===== config.mk =====
export PLATFORM = sky130hd
export DESIGN_NAME = pwl_sweep_engine_flat
export DESIGN_NICKNAME = d
export VERILOG_FILES = /design/src/rtl/pwl_sweep_pkg.sv /design/src/rtl/pwl_sweep_engine_if.sv /design/src/rtl/pwl_sweep_step.sv /design/src/rtl/pwl_sweep_engine.sv /design/src/flat_wrapper.sv
export SDC_FILE = /design/constraint.sdc
export NUM_CORES = 1
export LEC_CHECK = 0
export CAP_MARGIN = 20
export CORE_AREA = 3 3 193 195
export DETAILED_ROUTE_END_ITERATION = 16
export DIE_AREA = 0 0 196 198
export GPL_TIMING_DRIVEN = 0
export HOLD_SLACK_MARGIN = 0.02
export PLACE_DENSITY = 0.48
export REMOVE_ABC_BUFFERS = 1
export SETUP_SLACK_MARGIN = 0.5
export SYNTH_ARGS = -nofsm -noshare
export SYNTH_HDL_FRONTEND = slang
export SYNTH_SLANG_ARGS = --single-unit

===== constraint.sdc =====
create_clock -name clk -period 6.65 [get_ports clk]
set_clock_uncertainty 0.2 [all_clocks]
set_input_delay 1.995 -clock clk [delete_from_list [all_inputs] [get_ports clk]]
set_output_delay 1.995 -clock clk [all_outputs]
set_load 0.01 [all_outputs]

===== src/rtl/pwl_sweep_pkg.sv =====
// Shared types for the PWL sweep engine: step modes, write field codes, cfg bit map, FSM states.
package pwl_sweep_pkg;

  typedef enum logic [1:0] {
    MODE_OFF      = 2'd0,
    MODE_SAT      = 2'd1,
    MODE_WRAP     = 2'd2,
    MODE_PINGPONG = 2'd3
  } mode_e;

  typedef enum logic [1:0] {
    FIELD_PERIOD = 2'd0,
    FIELD_AMP    = 2'd1,
    FIELD_CFG    = 2'd2,
    FIELD_CTL    = 2'd3
  } field_e;

  typedef enum logic {
    ST_IDLE = 1'b0,
    ST_SCAN = 1'b1
  } state_e;

  localparam int CFG_BITS       = 16;
  localparam int CFG_RATE_LSB   = 0;
  localparam int CFG_STEP_LSB   = 8;
  localparam int CFG_STEP_BITS  = 4;
  localparam int CFG_TARGET_BIT = 12;
  localparam int CFG_DIR_BIT    = 13;
  localparam int CFG_MODE_LSB   = 14;

endpackage


===== src/rtl/pwl_sweep_engine_if.sv =====
// Register-write bus into the sweep engine and the per-channel update stream out of it.
interface pwl_sweep_engine_if #(
  parameter int NUM_CHANNELS = 4,
  parameter int PERIOD_BITS  = 13,
  parameter int AMP_BITS     = 6
);
  localparam int CH_BITS = $clog2(NUM_CHANNELS);

  logic                   wr_en;
  logic [CH_BITS+1:0]     wr_addr;
  logic [15:0]            wr_data;
  logic                   upd_valid;
  logic [CH_BITS-1:0]     upd_channel;
  logic [PERIOD_BITS-1:0] upd_period;
  logic [AMP_BITS-1:0]    upd_amp;

  modport master (
    output wr_en, wr_addr, wr_data,
    input  upd_valid, upd_channel, upd_period, upd_amp
  );

  modport slave (
    input  wr_en, wr_addr, wr_data,
    output upd_valid, upd_channel, upd_period, upd_amp
  );

endinterface


===== src/rtl/pwl_sweep_step.sv =====
// Combinational step unit: applies +/-delta to a W-bit value under saturate, wrap or ping-pong rules.
module pwl_sweep_step
  import pwl_sweep_pkg::*;
#(
  parameter int W = 6
) (
  input  logic [W-1:0]             value,
  input  logic [CFG_STEP_BITS-1:0] delta,
  input  logic                     dir,
  input  mode_e                    mode,
  output logic [W-1:0]             new_value,
  output logic                     dir_flip
);
  logic [W:0]   delta_x;
  logic [W:0]   sum;
  logic [W:0]   diff;
  logic [W-1:0] raw;
  logic [W-1:0] bound;
  logic         out_of_range;

  // One extra bit catches both overflow (up) and borrow (down).
  assign delta_x      = (W+1)'(delta);
  assign sum          = {1'b0, value} + delta_x;
  assign diff         = {1'b0, value} - delta_x;
  assign raw          = dir ? diff[W-1:0] : sum[W-1:0];
  assign out_of_range = dir ? diff[W] : sum[W];
  assign bound        = dir ? '0 : '1;

  always_comb begin
    new_value = value;
    dir_flip  = 1'b0;
    unique case (mode)
      MODE_SAT:      new_value = out_of_range ? bound : raw;
      MODE_WRAP:     new_value = raw;
      MODE_PINGPONG: begin
        new_value = out_of_range ? bound : raw;
        dir_flip  = out_of_range;
      end
      MODE_OFF:      new_value = value;
    endcase
  end

endmodule


===== src/rtl/pwl_sweep_engine.sv =====
// Time-multiplexed per-channel period/amp sweeper: a tick scans all channels one per clock, update registered.
// Tick in cycle t gives channel k's update in cycle t+1+k; writes are never stalled, one extra tick is queued.
module pwl_sweep_engine
  import pwl_sweep_pkg::*;
#(
  parameter int NUM_CHANNELS = 4,
  parameter int PERIOD_BITS  = 13,
  parameter int AMP_BITS     = 6,
  parameter int RATE_BITS    = 8
) (
  input  logic              clk,
  input  logic              rst,
  input  logic              tick_in,
  pwl_sweep_engine_if.slave bus,
  output logic              busy,
  output logic              overrun
);
  localparam int CH_BITS = $clog2(NUM_CHANNELS);

  logic [PERIOD_BITS-1:0] period_q [NUM_CHANNELS];
  logic [AMP_BITS-1:0]    amp_q    [NUM_CHANNELS];
  logic [CFG_BITS-1:0]    cfg_q    [NUM_CHANNELS];
  logic [RATE_BITS-1:0]   cnt_q    [NUM_CHANNELS];

  state_e               state_q, state_d;
  logic [CH_BITS-1:0]   ch_q, ch_d;
  logic                 pending_q, pending_d;
  logic                 overrun_q, overrun_d;
  logic                 upd_valid_q;
  logic [CH_BITS-1:0]   upd_channel_q;
  logic [PERIOD_BITS-1:0] upd_period_q;
  logic [AMP_BITS-1:0]  upd_amp_q;

  logic [CH_BITS-1:0]   wr_ch;
  field_e               wr_field;
  logic                 wr_ok;
  logic                 visit_en;

  assign wr_ch    = bus.wr_addr[CH_BITS+1:2];
  assign wr_field = field_e'(bus.wr_addr[1:0]);
  assign wr_ok    = bus.wr_en && (int'(wr_ch) < NUM_CHANNELS);

  // The channel entering SCAN this edge (ch_d) is the one computed now, so its update lands with busy.
  always_comb begin
    state_d   = state_q;
    ch_d      = ch_q;
    pending_d = pending_q;
    overrun_d = overrun_q;
    if (bus.wr_en && wr_field == FIELD_CTL) overrun_d = 1'b0;
    unique case (state_q)
      ST_IDLE: begin
        if (tick_in || pending_q) begin
          state_d   = ST_SCAN;
          ch_d      = '0;
          pending_d = 1'b0;
        end
      end
      ST_SCAN: begin
        if (ch_q == CH_BITS'(NUM_CHANNELS - 1)) begin
          if (pending_q || tick_in) begin
            ch_d      = '0;
            pending_d = 1'b0;
            if (pending_q && tick_in) overrun_d = 1'b1;
          end else begin
            state_d = ST_IDLE;
          end
        end else begin
          ch_d = ch_q + 1'b1;
          if (tick_in) begin
            if (pending_q) overrun_d = 1'b1;
            else           pending_d = 1'b1;
          end
        end
      end
    endcase
  end

  assign visit_en = (state_d == ST_SCAN);

  logic [CFG_BITS-1:0]      cfg_v;
  logic [RATE_BITS-1:0]     rate_v, cnt_v;
  logic [CFG_STEP_BITS-1:0] step_v;
  logic                     target_amp, dir_v, active;
  mode_e                    mode_v;
  logic [PERIOD_BITS-1:0]   per_step;
  logic [AMP_BITS-1:0]      amp_step;
  logic                     per_flip, amp_flip;

  assign cfg_v      = cfg_q[ch_d];
  assign cnt_v      = cnt_q[ch_d];
  assign rate_v     = cfg_v[CFG_RATE_LSB +: RATE_BITS];
  assign step_v     = cfg_v[CFG_STEP_LSB +: CFG_STEP_BITS];
  assign target_amp = cfg_v[CFG_TARGET_BIT];
  assign dir_v      = cfg_v[CFG_DIR_BIT];
  assign mode_v     = mode_e'(cfg_v[CFG_MODE_LSB +: 2]);
  assign active     = (mode_v != MODE_OFF) && (rate_v != '0);

  pwl_sweep_step #(.W(PERIOD_BITS)) u_step_period (
    .value(period_q[ch_d]), .delta(step_v), .dir(dir_v), .mode(mode_v),
    .new_value(per_step), .dir_flip(per_flip)
  );

  pwl_sweep_step #(.W(AMP_BITS)) u_step_amp (
    .value(amp_q[ch_d]), .delta(step_v), .dir(dir_v), .mode(mode_v),
    .new_value(amp_step), .dir_flip(amp_flip)
  );

  logic [PERIOD_BITS-1:0] per_nxt;
  logic [AMP_BITS-1:0]    amp_nxt;
  logic [CFG_BITS-1:0]    cfg_nxt;
  logic [RATE_BITS-1:0]   cnt_nxt;
  logic                   wr_hit, kill_step;

  // A same-cycle write to the swept field replaces the whole step result, dir flip included.
  always_comb begin
    per_nxt   = period_q[ch_d];
    amp_nxt   = amp_q[ch_d];
    cfg_nxt   = cfg_v;
    cnt_nxt   = cnt_v;
    wr_hit    = wr_ok && (wr_ch == ch_d);
    kill_step = wr_hit && ((wr_field == FIELD_PERIOD && !target_amp) ||
                           (wr_field == FIELD_AMP && target_amp));
    if (active) begin
      cnt_nxt = (cnt_v == '0) ? rate_v - 1'b1 : cnt_v - 1'b1;
      if (cnt_v == '0 && !kill_step) begin
        if (target_amp) begin
          amp_nxt = amp_step;
          if (amp_flip) cfg_nxt[CFG_DIR_BIT] = ~dir_v;
        end else begin
          per_nxt = per_step;
          if (per_flip) cfg_nxt[CFG_DIR_BIT] = ~dir_v;
        end
      end
    end
    if (wr_hit) begin
      unique case (wr_field)
        FIELD_PERIOD: per_nxt = bus.wr_data[PERIOD_BITS-1:0];
        FIELD_AMP:    amp_nxt = bus.wr_data[AMP_BITS-1:0];
        FIELD_CFG: begin
          cfg_nxt = bus.wr_data;
          cnt_nxt = '0;
        end
        FIELD_CTL:    cnt_nxt = '0;
      endcase
    end
  end

  always_ff @(posedge clk) begin
    if (rst) begin
      state_q       <= ST_IDLE;
      ch_q          <= '0;
      pending_q     <= 1'b0;
      overrun_q     <= 1'b0;
      upd_valid_q   <= 1'b0;
      upd_channel_q <= '0;
      upd_period_q  <= '0;
      upd_amp_q     <= '0;
      for (int i = 0; i < NUM_CHANNELS; i++) begin
        period_q[i] <= '0;
        amp_q[i]    <= '0;
        cfg_q[i]    <= '0;
        cnt_q[i]    <= '0;
      end
    end else begin
      state_q   <= state_d;
      ch_q      <= ch_d;
      pending_q <= pending_d;
      overrun_q <= overrun_d;
      if (wr_ok) begin
        unique case (wr_field)
          FIELD_PERIOD: period_q[wr_ch] <= bus.wr_data[PERIOD_BITS-1:0];
          FIELD_AMP:    amp_q[wr_ch]    <= bus.wr_data[AMP_BITS-1:0];
          FIELD_CFG: begin
            cfg_q[wr_ch] <= bus.wr_data;
            cnt_q[wr_ch] <= '0;
          end
          FIELD_CTL:    cnt_q[wr_ch]    <= '0;
        endcase
      end
      if (visit_en) begin
        period_q[ch_d] <= per_nxt;
        amp_q[ch_d]    <= amp_nxt;
        cfg_q[ch_d]    <= cfg_nxt;
        cnt_q[ch_d]    <= cnt_nxt;
        upd_channel_q  <= ch_d;
        upd_period_q   <= per_nxt;
        upd_amp_q      <= amp_nxt;
      end
      upd_valid_q <= visit_en;
    end
  end

  assign bus.upd_valid   = upd_valid_q;
  assign bus.upd_channel = upd_channel_q;
  assign bus.upd_period  = upd_period_q;
  assign bus.upd_amp     = upd_amp_q;
  assign busy            = (state_q == ST_SCAN);
  assign overrun         = overrun_q;

endmodule


===== src/flat_wrapper.sv =====
// flat-port wrapper written by rule: the top's interface ports become plain ports
module pwl_sweep_engine_flat import pwl_sweep_pkg::*;
#(
  parameter int NUM_CHANNELS = 4,
  parameter int PERIOD_BITS  = 13,
  parameter int AMP_BITS     = 6,
  parameter int RATE_BITS    = 8
)
  (clk, rst, tick_in, busy, overrun, bus_wr_en, bus_wr_addr, bus_wr_data, bus_upd_valid, bus_upd_channel, bus_upd_period, bus_upd_amp);
  pwl_sweep_engine_if #(.NUM_CHANNELS(NUM_CHANNELS), .PERIOD_BITS(PERIOD_BITS), .AMP_BITS(AMP_BITS)) bus_i ();
  input  logic clk;
  input  logic rst;
  input  logic tick_in;
  output logic busy;
  output logic overrun;
  input wire logic [$bits(bus_i.wr_en)-1:0] bus_wr_en;
  input wire logic [$bits(bus_i.wr_addr)-1:0] bus_wr_addr;
  input wire logic [$bits(bus_i.wr_data)-1:0] bus_wr_data;
  output wire logic [$bits(bus_i.upd_valid)-1:0] bus_upd_valid;
  output wire logic [$bits(bus_i.upd_channel)-1:0] bus_upd_channel;
  output wire logic [$bits(bus_i.upd_period)-1:0] bus_upd_period;
  output wire logic [$bits(bus_i.upd_amp)-1:0] bus_upd_amp;
  assign bus_i.wr_en = bus_wr_en;
  assign bus_i.wr_addr = bus_wr_addr;
  assign bus_i.wr_data = bus_wr_data;
  assign bus_upd_valid = bus_i.upd_valid;
  assign bus_upd_channel = bus_i.upd_channel;
  assign bus_upd_period = bus_i.upd_period;
  assign bus_upd_amp = bus_i.upd_amp;
  pwl_sweep_engine #(.NUM_CHANNELS(NUM_CHANNELS), .PERIOD_BITS(PERIOD_BITS), .AMP_BITS(AMP_BITS), .RATE_BITS(RATE_BITS)) u_core (.clk(clk), .rst(rst), .tick_in(tick_in), .bus(bus_i), .busy(busy), .overrun(overrun));
endmodule

==> flow_summary.toml <==
[synth]
async_flop_share = 0
synth.area.top_cells = "edfxtp_1, nand2_1, dfxtp_1"
yosys-top-cells-count = "nand2_1, edfxtp_1, nor2_1"
ys.flop_type = "edfxtp_1"
ys_seq_area_frac = 0.458
ys_ff_latch = 198
synth_area_sq_um = 12400
yosys.area.top_type_share = 0.416
yosysMostFrequentCell = "nand2_1"
synth_edf_count = 172
ys_warn_count = 0
netlist.top_cell.by_area = "edfxtp_1"
synth_cells = 1316
synthDistinctLibCells = 97
avgSynthCellArea_sq_um = 9.44

[critical_path]
cp.required_ns = 6.71
reg2regPathDepth = 21
ff2ff_setup_slack_ns = 0.82
crit_end = "u_core.cfg_q[3][13]$_DFFE_PP_"
critPathLaunch = "tick_in"
r2r-end = "u_core.cfg_q[3][13]$_DFFE_PP_"
cp_max_fo = 6
r2r_start = "u_core.ch_q[0]$_SDFF_PP0_"
end_kind = "flip-flop"
crit_path_start_kind = "input pin"
cp.arrival_ns = 5.95
crit_type = "input pin to flip-flop"

[sta]
max_slew_margin = 0.278
post-route-min-period_ns = 5.90
drv_slew = 0
grt_setup_unrepaired = "no"
worst_hold_slack_ns = 0.257
setup_ws_ns = 0.754
setup_violations = 0
period_share = 0.887
finalHoldViolations = 0
tightest_slew_ns = 1.07
fin_setup_tns_ns = 0
fmax_mhz = 170

[place]
place_congestion = 0.885
place_ws_ns = -1.95
dpl.hpwl_mm = 33.6
place_inst = 1760
port_buffers = 47

[clock_tree]
clk_pin_slew_ns = 0.07
ctsHoldBuffers = 0
htree_levels = 4
cts_tree = "done"
cts_sinks = 198
clockBufferDepth = 2
cts_made_buffers = 17
clock_latency_ns = 0.47
cts-root-buf = "clkbuf_16"

[drt]
wl_per_cell_um = 27.0
via_per_inst = 6.14
wirelength_mm = 49.4
drc = 0
first_iter_violations = 1347
drt-pass1-iter-count = 6
via_count = 11200
ant_nets = 0

[die]
die_area_sq_um = 38800
die_w_um = 196
initial_utilization = 0.349
core_sq_um = 35600
ios = 48
fp-row-count = 69
die_h_um = 198

[finish]
fin_nets = 1400
area_growth_pct = 20.3
seqCellArea_sq_um = 5690
drive_above_1_share = 0.159
num_antenna_cells = 0
fin_cells = 1829
multi_input_area_sq_um = 6550
n_fill_cell = 3459
post-route-util = 0.420

[power_and_ir_drop]
ir_drop_uv = 214
power_density_nw_per_um2 = 260
p_leak_uw = 0.00526

[global_routing]
grt_max_degree = 64
grt_first_pass_wirelength_mm = 71.7
gr-total-overflow = 0
grt_pass1_vias = 10800
track_usage = 0.250
antenna_found_initial = 1

[flow_run]
maxCapViolations = 0

[outcome]
status = "complete, no violations"

[min_path]
hold_path_class = "flip-flop to flip-flop"
layout make-up:
class	count	area share
timing repair buffer	122	0.0961
inverter	23	0.00578
multi-input combinational	993	0.438
tap	461	0.0386
clock inverter	15	0.0125
sequential	198	0.380
clock buffer	17	0.0285
logic make-up (layout without fill, tap and decap cells):
group	count (synthesis)	count (layout)	synth area share
flip-flops	198	198	0.458
multiplexers	38	38	0.0429
AO/OA/AOI/OAI	411	412	0.223
adder cells (fa/ha/maj)	21	21	0.0230
buffers and inverters	126	177	0.0435
AND/OR/NAND/NOR	514	514	0.205
XOR/XNOR	8	8	0.00564
worst max-delay path: stages:
cell and delay [ns]:
clkbuf_2 0.13, or2_4 0.29, buf_4 0.15, o31ai_4 0.50
a22o_1 0.29, or2_2 0.21, inv_1 0.11, fa_1 0.40
a21o_1 0.18, a21oi_2 0.16, nand3_2 0.14, nor4b_4 0.38
buf_4 0.18, buf_4 0.09, a311oi_1 0.04, a211oi_2 0.30
xnor2_2 0.13, o31ai_1 0.27
repair_timing:
action | CTS | global route
setup endpoints to repair | 190 | 101
gates cloned | 1 | 1
pin swaps | 10 | 9
resized for setup | 24 | 24
setup buffers | 22 | 10
power by group:
group          leakage [uW]  switching, uW  internal, uW  total [uW]
logic               0.00295            801           450        1250
clock network      0.000293            547           571        1120
registers           0.00202           49.2          1470        1520
layer usage:
layer / up-vias / GRT usage / routed length [um]
met1: 5584 / 0.331 / 20800
li1: 5073 / - / -
met2: 488 / 0.410 / 23700
met5: - / 0 / 13
met4: 2 / 0.0993 / 1680
met3: 91 / 0.0436 / 3150
worst min-delay path by stage:
stage | start | endpoint | slack (ns) | depth (start not counted)
2_1_floorplan | u_core.bus.upd_amp[4]$_SDFFE_PP0N_ | u_core.bus.upd_amp[4]$_SDFFE_PP0N_ | 0.27 | 2
3_3_place_gp | u_core.bus.upd_period[1]$_SDFFE_PP0N_ | u_core.bus.upd_period[1]$_SDFFE_PP0N_ | 0.25 | 2
3_5_place_dp | u_core.bus.upd_period[1]$_SDFFE_PP0N_ | u_core.bus.upd_period[1]$_SDFFE_PP0N_ | 0.25 | 2
4_1_cts | u_core.bus.upd_period[1]$_SDFFE_PP0N_ | u_core.bus.upd_period[1]$_SDFFE_PP0N_ | 0.26 | 2
5_1_grt | u_core.bus.upd_period[1]$_SDFFE_PP0N_ | u_core.bus.upd_period[1]$_SDFFE_PP0N_ | 0.28 | 2
6_report | u_core.bus.upd_period[1]$_SDFFE_PP0N_ | u_core.bus.upd_period[1]$_SDFFE_PP0N_ | 0.26 | 2
through the flow:
step                      total power, uW  area, sq um
after floorplan                      2240        12000
after global placement               2640        13000
after detailed placement             2700        13800
after CTS                            3840        14700
after global routing                 4050        14900
final                                3890        14900
flip-flops by register name, summed over array words and instances, names as in the netlist:
name and flops:
u_core.bus.upd_amp 6, u_core.cfg_q 64, u_core.pending_q 1, u_core.cnt_q 32, u_core.overrun 1, u_core.amp_q 24
u_core.bus.upd_period 13, u_core.busy 1, u_core.bus.upd_channel 2, u_core.ch_q 2, u_core.period_q 52
layout by cell type, fill, tap and decap left out, drive strengths merged, types with 13 or more instances in the layout:
cell type / synthesis / layout
nand2: 199 / 199
edfxtp: 172 / 172
o21ai: 157 / 157
nor2: 107 / 107
buf: 39 / 75
nand3: 57 / 57
clkdlybuf4s50: 0 / 45
a21oi: 36 / 36
a31oi: 33 / 33
a22o: 28 / 28
inv: 22 / 28
a211oi: 28 / 28
dfxtp: 26 / 26
and3: 25 / 25
mux2i: 24 / 24
clkbuf: 64 / 19
ha: 18 / 18
nand4: 18 / 18
nor3: 17 / 17
nand2b: 14 / 14
o211ai: 14 / 14
or3: 13 / 13
(Power assumes the default switching activity.)
==> variant 1 (same settings) <==
Set the package constant `CFG_MODE_LSB` to 13 (it was 14).
--- a/src/rtl/pwl_sweep_pkg.sv
+++ b/src/rtl/pwl_sweep_pkg.sv
@@ -26,7 +26,7 @@
   localparam int CFG_STEP_BITS  = 4;
   localparam int CFG_TARGET_BIT = 12;
   localparam int CFG_DIR_BIT    = 13;
-  localparam int CFG_MODE_LSB   = 14;
+  localparam int CFG_MODE_LSB   = 13;
 
 endpackage
 
Check against the original RTL: not equivalent (a bounded check fails within 4 cycles, from zero or initial values and one cycle with rst high).
==> variant 1 against the unedited design <==
Wire length shrank 5.7%; final cell count shrank 5.3%; sequential cell count shrank 4; area after synthesis shrank 4.2%; worst setup slack lost 180 ps; via count shrank 5.1%; non-clock buffer count shrank 15; register-to-register slack lost 30 ps; total power shrank 5.1%; final area shrank 5.3%; sequential power shrank 3%; die area is the same; fmax shrank 3.0%.
==> variant 1: results (changes against the unedited design) <==
\begin{tabular}{lr}
\hline
Metric & Value \\
\hline
\multicolumn{2}{l}{\textbf{GRT}} \\
Number of antenna violations at the first check in global routing & 0 (-1) \\
Routing usage on met3 & 3.83\% (-0.53 points) \\
Wire length of the first global-routing pass & 68300 um (-4.8\%) \\
Largest net degree at the start of global routing & 54 (-16\%) \\
GR met1 Demand/Resource & 33.6\% (+0.51 points) \\
Global-route usage over all layers & 23.8\% (-1.2 points) \\
\multicolumn{2}{l}{\textbf{Synthesis}} \\
Number of flops mapped to enable cells by yosys & 168 (-2.3\%) \\
Seq/Total Area, Yosys & 46.8\% (+0.98 points) \\
Gate count after technology mapping & 1242 (-5.6\%) \\
\multicolumn{2}{l}{\textbf{Place}} \\
Total cell area at the placement stage & 13000 sq um (-5.5\%) \\
Worst slack after detailed placement & -1740 ps (+210 ps) \\
HPWL after detailed placement & 30900 um (-8.0\%) \\
Placed insts & 1671 (-5.1\%) \\
Weighted congestion reported at the end of routability-driven placement & 0.913 (+3.1\%) \\
Buffers on Ports & 46 (-2.1\%) \\
\multicolumn{2}{l}{\textbf{Clock network}} \\
Post CTS Setup Buffer Count & 17 (-23\%) \\
\multicolumn{2}{l}{\textbf{Routing}} \\
M1 WL & 20700 um (-0.81\%) \\
Routed length per placed instance & 26.9 um (-0.40\%) \\
Vias per inst & 6.16 (+0.21\%) \\
Met3 wire length & 3570 um (+13\%) \\
Top Metal Used & met4 \\
Via total after detailed routing & 10.7k (-5.1\%) \\
\multicolumn{2}{l}{\textbf{Final layout}} \\
Nets & 1303 (-6.9\%) \\
Share of final-layout standard cells stronger than drive strength 1 & 15.3\% (-0.52 points) \\
Largest regs & u\_core.cfg\_q (60), u\_core.period\_q (52), u\_core.cnt\_q (32) \\
\multicolumn{2}{l}{\textbf{Critical path}} \\
Critical path's largest stage delay & 740 ps (+240 ps) \\
Critical-path top delay cell & sky130\_fd\_sc\_hd\_\_nor3\_1 \\
Cell type group with the largest total delay on the critical path & simple AND/OR/NAND/NOR gates \\
\multicolumn{2}{l}{\textbf{Power}} \\
Int Pwr & 2.43 mW (-2.3\%) \\
Relative contribution of sequential cells to total power & 40.0\% (+0.9 points) \\
\multicolumn{2}{l}{\textbf{Run status}} \\
Run status & complete, no violations \\
\hline
\end{tabular}
[variant 1: cell count changes after synthesis, moves of 16 or more]
| cell | delta |
|---|---|
| sky130_fd_sc_hd__nand2_1 | -60 |
| sky130_fd_sc_hd__o21ai_1 | -35 |
| sky130_fd_sc_hd__nand3_1 | +30 |
| sky130_fd_sc_hd__o21ai_0 | +28 |
| sky130_fd_sc_hd__and3_1 | -21 |
| sky130_fd_sc_hd__a222oi_1 | +17 |
| sky130_fd_sc_hd__a211oi_1 | -16 |
[variant 1: worst paths after layout]
| check | start | endpoint | slack (ps) | depth (start not counted) |
|---|---|---|---|---|
| max | tick_in | u_core.amp_q[2][4] | 570 | 12 |
| min | u_core.bus.upd_amp[0] | u_core.bus.upd_amp[0] | 260 | 2 |
| max reg2reg | u_core.ch_q[0] | u_core.amp_q[3][5] | 790 | 17 |
| min reg2reg | u_core.bus.upd_amp[0] | u_core.bus.upd_amp[0] | 260 | 2 |
[variant 1: final cells by class]
| type | instances | area (sq um) | area share [%] |
|---|---|---|---|
| clock buffer | 22 | 485 | 3.43 |
| clock inverter | 10 | 121 | 0.858 |
| inverter | 30 | 113 | 0.796 |
| multi-input combinational | 908 | 6140 | 43.4 |
| sequential | 194 | 5570 | 39.4 |
| tap | 461 | 577 | 4.08 |
| timing repair buffer | 107 | 1140 | 8.09 |
[variant 1: cell families (layout without fill, tap and decap cells)]
family / count (synthesis) / count (layout) / synth area share, %
AOI/OAI and AO/OA: 386 / 386 / 22.4
xor gates and xnor gates: 7 / 7 / 0.515
adders and majority gates: 21 / 21 / 2.40
buffers and inverters: 141 / 169 / 5.15
DFF: 194 / 194 / 46.8
muxes: 36 / 36 / 4.14
and+or+nand+nor: 457 / 458 / 18.6
==> variant 2 (same settings) <==
Without the edit above. Add an input register stage for `tick_in`, without a reset; this delays it by one clock. The other inputs are not delayed to match.
--- a/src/rtl/pwl_sweep_engine.sv
+++ b/src/rtl/pwl_sweep_engine.sv
@@ -17,6 +17,12 @@
 );
   localparam int CH_BITS = $clog2(NUM_CHANNELS);
 
+  logic tick_q;
+
+  always_ff @(posedge clk) begin
+    tick_q <= tick_in;
+  end
+
   logic [PERIOD_BITS-1:0] period_q [NUM_CHANNELS];
   logic [AMP_BITS-1:0]    amp_q    [NUM_CHANNELS];
   logic [CFG_BITS-1:0]    cfg_q    [NUM_CHANNELS];
@@ -49,7 +55,7 @@
     if (bus.wr_en && wr_field == FIELD_CTL) overrun_d = 1'b0;
     unique case (state_q)
       ST_IDLE: begin
-        if (tick_in || pending_q) begin
+        if (tick_q || pending_q) begin
           state_d   = ST_SCAN;
           ch_d      = '0;
           pending_d = 1'b0;
@@ -57,16 +63,16 @@
       end
       ST_SCAN: begin
         if (ch_q == CH_BITS'(NUM_CHANNELS - 1)) begin
-          if (pending_q || tick_in) begin
+          if (pending_q || tick_q) begin
             ch_d      = '0;
             pending_d = 1'b0;
-            if (pending_q && tick_in) overrun_d = 1'b1;
+            if (pending_q && tick_q) overrun_d = 1'b1;
           end else begin
             state_d = ST_IDLE;
           end
         end else begin
           ch_d = ch_q + 1'b1;
-          if (tick_in) begin
+          if (tick_q) begin
             if (pending_q) overrun_d = 1'b1;
             else           pending_d = 1'b1;
           end
Check against the original RTL: not equivalent (Yosys sat finds a counterexample within 4 cycles, from zero or initial values and one cycle with rst high).
==> variant 2 against the unedited design <==
Worst hold slack about the same; utilization fell by 1.1 points; worst setup slack worse by 12 ps; wire length down 0.68%; final area is 2.7% lower; total power shrank 4.5%; sequential cell count rose by 1; area after synthesis barely moved; largest cell class unchanged; highest routed layer unchanged.
==> variant 2: results (changes against the unedited design) <==
\begin{tabular}{lr}
\hline
Metric & Value \\
\hline
\multicolumn{2}{l}{\textbf{Synthesis}} \\
Gate count after technology mapping & 1279 (-2.8\%) \\
Seq/Total Area, Yosys & 46.0\% (+0.18 points) \\
Number of different library cells in the post-synthesis netlist & 93 (-4.1\%) \\
Synth area leaders & sky130\_fd\_sc\_hd\_\_edfxtp\_1 42\%, sky130\_fd\_sc\_hd\_\_o21ai\_0 5.2\%, sky130\_fd\_sc\_hd\_\_dfxtp\_1 4.4\% \\
Fraction of the mapped netlist area in adder cells & 2.30\% (about the same) \\
Post-synthesis share of cell area spent on xor and xnor gates & 0.635\% (+0.071 points) \\
Mux contribution to synthesized area & 3.54\% (-0.75 points) \\
\multicolumn{2}{l}{\textbf{Place}} \\
Worst slack after detailed placement & -1890 ps (+67.9 ps) \\
Total cell area at the placement stage & 13800 sq um (-0.24\%) \\
Weighted congestion reported at the end of routability-driven placement & 0.917 (+3.6\%) \\
Placed insts & 1718 (-2.4\%) \\
HPWL after detailed placement & 33700 um (+0.30\%) \\
\multicolumn{2}{l}{\textbf{GRT}} \\
Global routing met2 resource utilization & 41.2\% (+0.15 points) \\
Number of antenna violations at the first check in global routing & 2 (+1) \\
Wire length of the first global-routing pass & 71400 um (-0.49\%) \\
Via count of the first global-routing pass & 10.7k (-1.1\%) \\
\multicolumn{2}{l}{\textbf{Power}} \\
Static leakage & 4.98 nW (-5.2\%) \\
Worst IR Drop VDD & 0.186 mV (-13\%) \\
\multicolumn{2}{l}{\textbf{Critical path}} \\
FF-to-FF path depth & 22 (+4.8\%) \\
Max FO, Critical Path & 20 (+14) \\
Worst EP arrival & 5930 ps (-20 ps) \\
\multicolumn{2}{l}{\textbf{Routing}} \\
Routed met2 length & 23100 um (-2.5\%) \\
M1 WL & 20900 um (+0.36\%) \\
Number of search-and-repair iterations in the first detailed-routing pass & 7 (+1) \\
Vias per inst & 6.34 (+3.3\%) \\
Number of DRC markers in iteration 0 & 1290 (-4.2\%) \\
\multicolumn{2}{l}{\textbf{Min path}} \\
Hold path startpoint & u\_core.bus.upd\_amp[4] \\
Worst Hold Path EP & u\_core.bus.upd\_amp[4] \\
\multicolumn{2}{l}{\textbf{Clock network}} \\
Post CTS Setup Buffer Count & 7 (-68\%) \\
Post-cts gate resize count & 12 (-50\%) \\
\multicolumn{2}{l}{\textbf{Final layout}} \\
Final cell count without fillers & 1764 (-3.6\%) \\
Nets & 1335 (-4.6\%) \\
Share of final-layout standard cells stronger than drive strength 1 & 13.2\% (-2.7 points) \\
Count of fill cells added during filler insertion & 3525 (+1.9\%) \\
\multicolumn{2}{l}{\textbf{Run status}} \\
Run status & complete, no violations \\
\multicolumn{2}{l}{\textbf{Timing}} \\
Smallest setup slack after layout & 742 ps (-11.9 ps) \\
Tightest hold margin & 257 ps (+0.0690 ps) \\
Worst-case headroom to the max-slew limit & 6.52\% (-21 points) \\
\hline
\end{tabular}
[variant 2: cell count changes after synthesis, moves of 12 or more]
cell / delta
sky130_fd_sc_hd__nand3_1: +31
sky130_fd_sc_hd__a222oi_1: +12
sky130_fd_sc_hd__o21ai_1: -51
sky130_fd_sc_hd__a22o_1: +12
sky130_fd_sc_hd__nand2_1: -92
sky130_fd_sc_hd__o21ai_0: +29
sky130_fd_sc_hd__inv_1: +12
sky130_fd_sc_hd__and2_1: +17
sky130_fd_sc_hd__o311a_1: +15
sky130_fd_sc_hd__a211oi_1: -15
sky130_fd_sc_hd__and3_1: -17
[variant 2: power breakdown]
group	leakage (nW)	internal, mW	switching [mW]	total, mW
Combinational	2.68	0.393	0.733	1.13
Sequential	2.02	1.47	0.0374	1.51
Clock	0.278	0.559	0.523	1.08
[variant 2: layout make-up]
type	count	area (sq um)	area share, %
sequential	199	5710	39.2
clock buffer	18	429	2.95
timing repair buffer	104	1240	8.54
multi-input combinational	933	6300	43.3
inverter	35	135	0.929
clock inverter	14	150	1.03
tap	461	577	3.97
[variant 2: cells by family (layout without fill, tap and decap cells)]
kind of cell / Yosys count / in the layout
xor+xnor: 9 / 9
mux: 31 / 31
compound gates: 425 / 425
fa+ha+maj: 21 / 21
simple gates: 445 / 447
flops: 199 / 199
buf+inv: 149 / 171
[variant 2: how the worst max path moves through the flow]
stage / from / endpoint / cells after the start
after floorplan: u_core.ch_q[0] / u_core.period_q[3][8] / 11
after global placement: u_core.ch_q[0] / u_core.period_q[1][8] / 11
after detailed placement: u_core.ch_q[0] / u_core.period_q[3][0] / 16
after CTS: u_core.ch_q[0] / u_core.period_q[1][7] / 16
after global routing: u_core.ch_q[0] / u_core.amp_q[0][4] / 24
final: u_core.ch_q[0] / u_core.cfg_q[3][13] / 22
[variant 2: worst max-delay path, stage by stage, from the launching register on]
cell,delay (ps)
sky130_fd_sc_hd__dfxtp_2,580
sky130_fd_sc_hd__buf_16,230
sky130_fd_sc_hd__ha_2,340
sky130_fd_sc_hd__nand3b_1,200
sky130_fd_sc_hd__buf_8,210
sky130_fd_sc_hd__buf_8,210
sky130_fd_sc_hd__o31ai_4,120
sky130_fd_sc_hd__buf_4,180
sky130_fd_sc_hd__buf_8,150
sky130_fd_sc_hd__a2111o_1,430
sky130_fd_sc_hd__nand2_1,290
sky130_fd_sc_hd__clkinvlp_4,130
sky130_fd_sc_hd__buf_4,190
sky130_fd_sc_hd__ha_1,220
sky130_fd_sc_hd__ha_1,210
sky130_fd_sc_hd__nor2_1,140
sky130_fd_sc_hd__o21bai_1,80
sky130_fd_sc_hd__a21oi_1,320
sky130_fd_sc_hd__o32ai_1,160
sky130_fd_sc_hd__a21oi_1,420
sky130_fd_sc_hd__nor4_1,140
sky130_fd_sc_hd__xnor2_1,210
sky130_fd_sc_hd__a22o_1,260
